[src/rtl/uart_pkg.sv]
// Shared definitions for the UART receive FIFO: register map, status layout,
// receiver states and the default bit period.
package uart_pkg;
  localparam int DEFAULT_CLOCK_DIV = 104;

  localparam logic [2:0] REG_DATA   = 3'd1;
  localparam logic [2:0] REG_STATUS = 3'd4;

  localparam int STAT_NE   = 0;
  localparam int STAT_OVF  = 1;
  localparam int STAT_FERR = 2;
  localparam int STAT_CNT  = 4;

  typedef enum logic [2:0] {
    RX_IDLE,
    RX_START,
    RX_DATA,
    RX_STOP,
    RX_WAIT_HIGH
  } rx_state_e;
endpackage

[src/rtl/sync_fifo.sv]
// Single-clock FIFO with a show-ahead head and an occupancy count.
// A push into a full FIFO is accepted when a pop happens in the same cycle.
module sync_fifo #(
  parameter int DEPTH_LOG2 = 4,
  parameter int W          = 8
) (
  input  logic                clk,
  input  logic                rst,
  input  logic                push,
  input  logic [W-1:0]        wdata,
  input  logic                pop,
  output logic [W-1:0]        rdata,
  output logic                full,
  output logic                empty,
  output logic [DEPTH_LOG2:0] count
);
  localparam int DEPTH = 1 << DEPTH_LOG2;

  logic [W-1:0]            mem_q [DEPTH];
  logic [DEPTH_LOG2-1:0]   wptr_q, rptr_q;
  logic [DEPTH_LOG2:0]     cnt_q;
  logic                    do_push, do_pop;

  assign empty   = (cnt_q == '0);
  assign full    = (cnt_q == (DEPTH_LOG2+1)'(DEPTH));
  assign do_pop  = pop & ~empty;
  assign do_push = push & (~full | do_pop);
  assign rdata   = mem_q[rptr_q];
  assign count   = cnt_q;

  always_ff @(posedge clk) begin
    if (rst) begin
      wptr_q <= '0;
      rptr_q <= '0;
      cnt_q  <= '0;
    end else begin
      if (do_push) wptr_q <= wptr_q + 1'b1;
      if (do_pop)  rptr_q <= rptr_q + 1'b1;
      case ({do_push, do_pop})
        2'b10:   cnt_q <= cnt_q + 1'b1;
        2'b01:   cnt_q <= cnt_q - 1'b1;
        default: cnt_q <= cnt_q;
      endcase
    end
  end

  // Storage needs no reset; occupancy is tracked by the pointers and count.
  always_ff @(posedge clk) begin
    if (do_push) mem_q[wptr_q] <= wdata;
  end
endmodule

[src/rtl/uart_rx_fifo.sv]
// 8N1 UART receiver feeding a byte FIFO, with a small register interface
// (DATA pops, STATUS reports flags/count, write-1-to-clear flags).
module uart_rx_fifo
  import uart_pkg::*;
#(
  parameter int CLOCK_DIV  = DEFAULT_CLOCK_DIV,
  parameter int DEPTH_LOG2 = 4
) (
  input  logic        clk,
  input  logic        rst,
  input  logic        uart_rx,
  input  logic        bus_valid,
  input  logic        bus_write,
  input  logic [2:0]  bus_addr,
  input  logic [31:0] bus_wdata,
  output logic [31:0] bus_rdata,
  output logic        irq_rx
);
  localparam int CW = $clog2(CLOCK_DIV + 1);
  localparam logic [CW-1:0] HALF   = CW'(CLOCK_DIV / 2);
  localparam logic [CW-1:0] RELOAD = CW'(CLOCK_DIV - 1);

  logic [1:0]          sync_q;
  logic                rx_s;
  rx_state_e           state_q;
  logic [CW-1:0]       cnt_q;
  logic [2:0]          bitcnt_q;
  logic [7:0]          shift_q;
  logic                ovf_q, ovf_d, ferr_q, ferr_d;
  logic [31:0]         rdata_q, rdata_d, status;
  logic                tick, frame_end, stop_ok, rd, wr_stat, pop;
  logic                f_full, f_empty;
  logic [7:0]          f_head;
  logic [DEPTH_LOG2:0] f_count;
  logic                unused_wdata;

  assign rx_s      = sync_q[1];
  assign tick      = (cnt_q == '0);
  assign frame_end = (state_q == RX_STOP) && tick;
  assign stop_ok   = frame_end & rx_s;

  always_ff @(posedge clk) begin
    if (rst) begin
      sync_q   <= 2'b11;
      state_q  <= RX_IDLE;
      cnt_q    <= '0;
      bitcnt_q <= '0;
      shift_q  <= '0;
    end else begin
      sync_q <= {sync_q[0], uart_rx};
      if (state_q != RX_IDLE && state_q != RX_WAIT_HIGH)
        cnt_q <= tick ? RELOAD : cnt_q - 1'b1;
      case (state_q)
        RX_IDLE: if (!rx_s) begin
          state_q <= RX_START;
          cnt_q   <= HALF;
        end
        RX_START: if (tick) begin
          state_q  <= rx_s ? RX_IDLE : RX_DATA;
          bitcnt_q <= '0;
        end
        RX_DATA: if (tick) begin
          shift_q  <= {rx_s, shift_q[7:1]};
          bitcnt_q <= bitcnt_q + 1'b1;
          if (bitcnt_q == 3'd7) state_q <= RX_STOP;
        end
        RX_STOP: if (tick) state_q <= rx_s ? RX_IDLE : RX_WAIT_HIGH;
        RX_WAIT_HIGH: if (rx_s) state_q <= RX_IDLE;
        default: state_q <= RX_IDLE;
      endcase
    end
  end

  assign rd      = bus_valid & ~bus_write;
  assign wr_stat = bus_valid & bus_write & (bus_addr == REG_STATUS);
  assign pop     = rd & (bus_addr == REG_DATA) & ~f_empty;

  sync_fifo #(.DEPTH_LOG2(DEPTH_LOG2), .W(8)) u_fifo (
    .clk   (clk),
    .rst   (rst),
    .push  (stop_ok),
    .wdata (shift_q),
    .pop   (pop),
    .rdata (f_head),
    .full  (f_full),
    .empty (f_empty),
    .count (f_count)
  );

  always_comb begin
    status = '0;
    status[STAT_NE]   = ~f_empty;
    status[STAT_OVF]  = ovf_q;
    status[STAT_FERR] = ferr_q;
    status[STAT_CNT +: DEPTH_LOG2+1] = f_count;

    // A same-cycle pop frees the slot, so a full FIFO only overflows without one.
    ovf_d  = (stop_ok & f_full & ~pop) | (ovf_q & ~(wr_stat & bus_wdata[STAT_OVF]));
    ferr_d = (frame_end & ~rx_s) | (ferr_q & ~(wr_stat & bus_wdata[STAT_FERR]));

    rdata_d = rdata_q;
    if (rd) begin
      case (bus_addr)
        REG_DATA:   rdata_d = f_empty ? 32'd0 : {24'd0, f_head};
        REG_STATUS: rdata_d = status;
        default:    rdata_d = 32'd0;
      endcase
    end
  end

  always_ff @(posedge clk) begin
    if (rst) begin
      ovf_q   <= 1'b0;
      ferr_q  <= 1'b0;
      rdata_q <= '0;
    end else begin
      ovf_q   <= ovf_d;
      ferr_q  <= ferr_d;
      rdata_q <= rdata_d;
    end
  end

  assign bus_rdata    = rdata_q;
  assign irq_rx       = ~f_empty;
  assign unused_wdata = ^{bus_wdata[31:3], bus_wdata[0]};
endmodule

[config.mk]
export PLATFORM = sky130hd
export DESIGN_NAME = uart_rx_fifo
export DESIGN_NICKNAME = d
export VERILOG_FILES = /design/src/rtl/uart_pkg.sv /design/src/rtl/sync_fifo.sv /design/src/rtl/uart_rx_fifo.sv
export SDC_FILE = /design/constraint.sdc
export NUM_CORES = 1
export LEC_CHECK = 0
export ABC_AREA = 1
export CORE_MARGIN = 1.5
export CORE_UTILIZATION = 52
export CTS_CLUSTER_DIAMETER = 80
export DETAILED_ROUTE_END_ITERATION = 8
export PLACE_DENSITY = 0.72
export SYNTH_ARGS = -nofsm -noshare
export SYNTH_HDL_FRONTEND = slang
export SYNTH_SLANG_ARGS = --single-unit
[constraint.sdc]
create_clock -name clk -period 2.35 [get_ports clk]
set_input_delay 0.3525 -clock clk [delete_from_list [all_inputs] [get_ports clk]]
set_output_delay 0.3525 -clock clk [all_outputs]
set_load 0.005 [all_outputs]
# [Word-level counts from Yosys, hierarchy flattened]
# Memory sizes are Yosys's and may differ from the RTL's. A register that Yosys moved wholly into a read port is not among the register bits.
# Cells that the tools add are included.
[totals] wordCells=94 ff_bits=70 ramBits=128 input_bits=40 n_memories=1 output_inout_bits=33
[classes] n_bitwise=25 add_sub_neg=6 n_reduce_logical=11 eq_ne=17 muxes=23
[mem_list] name="u_fifo.mem_q" depth=16 word_bits=8 rd=1 rd_ports_with_merged_regs=1 write_ports=1 line="sync_fifo.sv:19" text="logic [W-1:0] mem_q [DEPTH];"
[op_table] cell="two-way mux 7 bit" count=4
[op_table] cell="two-way mux 3 bit" count=9
[op_table] cell="case mux 9 bit (2 select lines)" count=1
[op_table] cell="bitwise AND 1 bit" count=15
[op_table] cell="case mux 3 bit (5 select lines)" count=1
[op_table] cell="inequality test 2 bit, second input constant" count=6
[op_table] cell="case mux 5 bit (2 select lines)" count=1
[op_table] cell="equality test 3 bit, second input constant" count=3
[op_table] cell="adder 4 x 1 -> 4 bit, second input constant" count=2
[op_table] cell="two-way mux 4 bit" count=2
[op_table] cell="two-way mux 8 bit" count=1
[op_table] cell="logical NOT 7 bit" count=1
[op_table] cell="inverter 1 bit" count=7
[op_table] cell="subtractor 7 x 1 -> 7 bit, second input constant" count=1
[op_table] cell="equality test 3 x 1 -> 1 bit, second input constant" count=2
[op_table] cell="equality test 3 x 2 -> 1 bit, second input constant" count=2
[op_table] cell="case mux 3 bit (2 select lines)" count=1
[op_table] cell="AND reduction 6 bit" count=1
[op_table] cell="adder 5 x 1 -> 5 bit, second input constant" count=1
[op_table] cell="equality test 5 bit, second input constant" count=1
[op_table] cell="logical NOT 5 bit" count=1
[op_table] cell="subtractor 5 x 1 -> 5 bit, second input constant" count=1
[op_table] cell="nonzero test 2 bit" count=2
[op_table] cell="adder 3 x 1 -> 3 bit, second input constant" count=1
[op_table] cell="11 further kinds" count=15

# [Depth between registers and ports, before layout]
[depth] ltp_word=9 mapped_depth=18

# [Modules after synthesis]
# From an unflattened synthesis, not the netlist that was laid out.
[hier_totals] hier_cells=789 area_unflattened_um2=8079.0
[modules_own_cells] module="sync_fifo" area_each_um2=6227.2 n_inst=1 cells_each=541
[modules_own_cells] module="uart_rx_fifo" area_each_um2=1851.8 n_inst=1 cells_each=248

# [Worst setup path after synthesis]
# Ideal clock, no wire load.
[synth_path] path_type="flip-flop to flip-flop" startpoint="reg cnt_q[0]" endpoint="reg u_fifo.cnt_q[2] (netlist: u_fifo.count[2])" required_ns=2.235 slack_ns=-0.068 stages_incl_launch_ff=16 period_less_slack_ns=2.418 n_path_buf=0 setup_time_ns=0.115 arrival_time_ns=2.302 cell_sequence="dfxtp_1 > inv_1 > ha_1 > nand3_1 > nor3_4 > nand3_4 > inv_1 > nand2_1 > ha_1 > xor2_1 > ha_1 > inv_1 > nand2_1 > xor2_1 > o21ai_0 > inv_1"
[synth_between] elab_chain_len=6
[synth_lines] item="start: declaration" line="uart_rx_fifo.sv:26" text="logic [CW-1:0] cnt_q;"
[synth_lines] item="start signal: assignment" line="uart_rx_fifo.sv:52" text="cnt_q <= tick ? RELOAD : cnt_q - 1'b1;"
[synth_lines] item="logical NOT 7 bit (*)" line="uart_rx_fifo.sv:38" text="assign tick = (cnt_q == '0);"
[synth_lines] item="logical AND 1 bit (*)" line="uart_rx_fifo.sv:39" text="assign frame_end = (state_q == RX_STOP) && tick;"
[synth_lines] item="bitwise AND 1 bit (*)" line="uart_rx_fifo.sv:40" text="assign stop_ok = frame_end & rx_s;"
[synth_lines] item="bitwise AND 1 bit (*)" line="sync_fifo.sv:27" text="assign do_push = push & (~full | do_pop);"
[synth_lines] item="equality test 2 x 1 -> 1 bit or equality test 2 bit (tied branches)" line="sync_fifo.sv:39" text="case ({do_push, do_pop})"
[synth_lines] item="case mux 5 bit (2 select lines) or nonzero test 2 bit (tied branches)"
[synth_lines] item="end signal: assignment" line="sync_fifo.sv:40" text="2'b10: cnt_q <= cnt_q + 1'b1;"
[synth_lines] item="end signal: assignment" line="sync_fifo.sv:41" text="2'b01: cnt_q <= cnt_q - 1'b1;"
[synth_lines] item="end signal: assignment" line="sync_fifo.sv:42" text="default: cnt_q <= cnt_q;"
[synth_lines] item="end: declaration" line="sync_fifo.sv:21" text="logic [DEPTH_LOG2:0] cnt_q;"
# Every way passes the cells marked *; elsewhere a longest branch is shown, timed or not.
# A chain may end at the register's enable or synchronous reset.

# [Final worst setup path]
[layout_path] startpoint="reg cnt_q[1]" endpoint="reg u_fifo.cnt_q[4] (netlist: u_fifo.count[4])"
# The elaborated chain is that of the path after synthesis.

==> results.md <==
- Status: completed
- CP Capture Type: flop
- Yosys Warn Count: 0
- Mean routed wirelength per cell: 15.1 microns
- Crit Path Category: reg2reg
- Asr flop ratio synth: 0
- 1st-iter DRT viols: 554
- Max Clock Skew: 0.0136 ns
- CP arrival: 2.64 ns
- DRC viols: 0
- WP data required: 2.69 ns
- Starting Density: 0.536
- Clock Tree Root: clkbuf_16
- Vias in the first global route: 5536
- Avg Inst Size Synth: 9.05 sq um
- Placed Area: 8840 sq um
- #FFs+latches synth: 179
- Worst-case clock buffer depth: 2
- CP startpoint kind: flop
- Fraction of layout cells with a size suffix above 1: 0.116
- Unique cell type count in the Yosys netlist: 32
- First-pass GRT wire length: 27.9 mm
- Via count: 5945
- CP bufs+invs: 3
- Number of top-level pins: 73
- DIE AREA: 16500 sq um
- Final worst setup slack: 0.0515 ns
- NumNets Final: 1010
- Final core occ: 0.622
- Syn Inst Count: 906
- Placed insts: 1148
- Crit path max-delay family: simple AND/OR/NAND/NOR gates
- Pins over their slew limit: 0
- TritonCTS clock tree: built
- Die Width: 129 microns
- Mapped cell area: 8200 sq um
- Worst hold path type: reg2reg
- GR Overflow Total: 0
- # Max-Cap Violations: 0
- Tcrit/Tclk final: 0.978
- Final Setup Violations: 0
- Critical path fanouts, max: 3
- DR vias/cell: 5.03
- Final hold slack: 0.413 ns
- Htree depth: 4
- Rel. slew slack: 0.460
- Leading area contributor after synthesis: edfxtp_1
- Later-pin clock latency in the skew report: 0.44 ns
- Sequential-to-total area share from yosys stat: 0.593
- Synth area leaders: edfxtp_1 (47%), dfxtp_1 (12%), nand2_1 (11%)
- Row count: 45
- I/O Buffers: 19
- Peak VDD IR: 0.580 mV
- GRT Resource Usage Total: 0.225
- CTS Buf Count: 17
- Routability cong.: 0.858
- Leading cell types in the layout, fill and taps excluded: nand2_1 (234), inv_1 (147), edfxtp_1 (128), nand3_1 (111), nor2_1 (56)
- Post-synth top flop: edfxtp_1
- Final Cell Area: 9530 sq um
- Top-area cell type share of the netlist area: 0.469
- Largest net degree at the start of global routing: 65
- Initial antenna violation count: 0
- Post-DP HPWL: 11.4 mm
- Worst-margin pin slew: 0.809 ns
- Area delta synth->final: 16.1%
- Die Y: 129 microns
- Power Density: 807 nW/um^2
- FMAX: 0.435 GHz
- Worst-path cell chain: inv_2, ha_4, nand3_4, nor3_4, nand3_4, inv_4, nand2_4, ha_4, xor2_2, ha_2, inv_1, nand2_2, nand4_1, nand3_2, nand2_1, nand2_1, nor2_1
- Ant diodes: 0
- Fin crit period: 2.30 ns
- 1st-pass router iterations: 8
- Max stage delay on crit path: 0.32 ns
- LEAKAGE: 4.24 nW
- Pre-CTS WS: -0.163 ns
- Worst-path clk slew: 0.07 ns
- WL final: 17.9 mm
- Final ANT Viol Nets: 0
- Total core area: 15300 sq um
- Commonest non-fill, non-tap cell in the layout: nand2_1
- Hold Vio Cnt, Final: 0
- Final Non-Filler Cells: 1182
- CP max stage cell: dfxtp_2
- CTS Sinks: 179
- Post-synth EDFFs: 128
routing by layer:
metal / GRT usage / wire, microns
met5: 0 / 0
met2: 0.369 / 8500
met3: 0.0478 / 1080
met1: 0.301 / 7980
met4: 0.0714 / 299
cell families (layout without fill, tap and decap cells):
| kind of cell | Yosys count | count (layout) | synth area share |
|---|---|---|---|
| DFF | 179 | 179 | 0.593 |
| AOI/OAI and AO/OA | 66 | 66 | 0.0415 |
| xor gates and xnor gates | 9 | 9 | 0.00961 |
| buffers and inverters | 207 | 250 | 0.107 |
| other | 1 | 23 | 0.000457 |
| and+or+nand+nor | 432 | 432 | 0.230 |
| adders and majority gates | 12 | 12 | 0.0183 |
repair_timing:
item                                    4_1_cts  5_1_grt
gates cloned                                  0        0
endpoints found under the hold margin         0        0
setup buffers                                 0        2
hold buffers                                  0        0
endpoints found under the setup margin        1        4
pin swaps                                     1        8
resized for setup                             0       17
path summary, 6_finish.rpt:
path | from | to | slack [ns] | cells past startpoint
setup / recovery | cnt_q[1] | u_fifo.count[4] | 0.05 | 17
setup reg to reg | cnt_q[1] | u_fifo.count[4] | 0.05 | 17
hold reg to reg | sync_q[0] | sync_q[1] | 0.41 | 1
hold / removal | sync_q[0] | sync_q[1] | 0.41 | 1
power by group:
part	leakage, nW	internal, mW	switching [mW]
Sequential	1.59	3.61	0.239
Clock	0.300	1.66	1.13
Combinational	2.35	0.416	0.634
Total	4.24	5.68	2.00
final cells by class:
class	instances	area (sq um)
inverter	154	581
clock inverter	6	33.8
multi-input combinational	542	2620
sequential	179	4870
tap	211	264
timing repair buffer	64	591
fill	1243	5790
clock buffer	26	566
flip-flops by register name, indices dropped and copies added (netlist names), named ones only:
register       flops
u_fifo.count       5
ferr_q             1
shift_q            8
cnt_q              7
state_q            3
bitcnt_q           3
ovf_q              1
u_fifo.wptr_q      4
u_fifo.mem_q     128
sync_q             2
bus_rdata          9
u_fifo.rptr_q      4
worst reg2reg max path: stages, from the launching register on:
cell,delay [ns]
dfxtp_2,0.32
inv_2,0.07
ha_4,0.15
nand3_4,0.08
nor3_4,0.24
nand3_4,0.11
inv_4,0.08
nand2_4,0.06
ha_4,0.19
xor2_2,0.15
ha_2,0.19
inv_1,0.05
nand2_2,0.10
nand4_1,0.16
nand3_2,0.12
nand2_1,0.05
nand2_1,0.05
nor2_1,0.04
cell usage after synthesis (5+ instances only):
library cell,n
ha_1,12
buf_4,24
edfxtp_1,128
dfxtp_1,51
buf_2,11
clkbuf_1,17
a21oi_1,28
xor2_1,8
nand3_1,114
inv_1,150
nor2_1,56
nor2_2,5
o21ai_0,32
nand2_1,237
stage by stage:
step,TNS [ns],power [mW]
3_5_place_dp,-4.19,4.89
6_report,0,7.69
2_1_floorplan,0,4.55
5_1_grt,-0.145,8.03
4_1_cts,0,7.64
3_3_place_gp,-0.207,4.86
(Power assumes the default switching activity.)
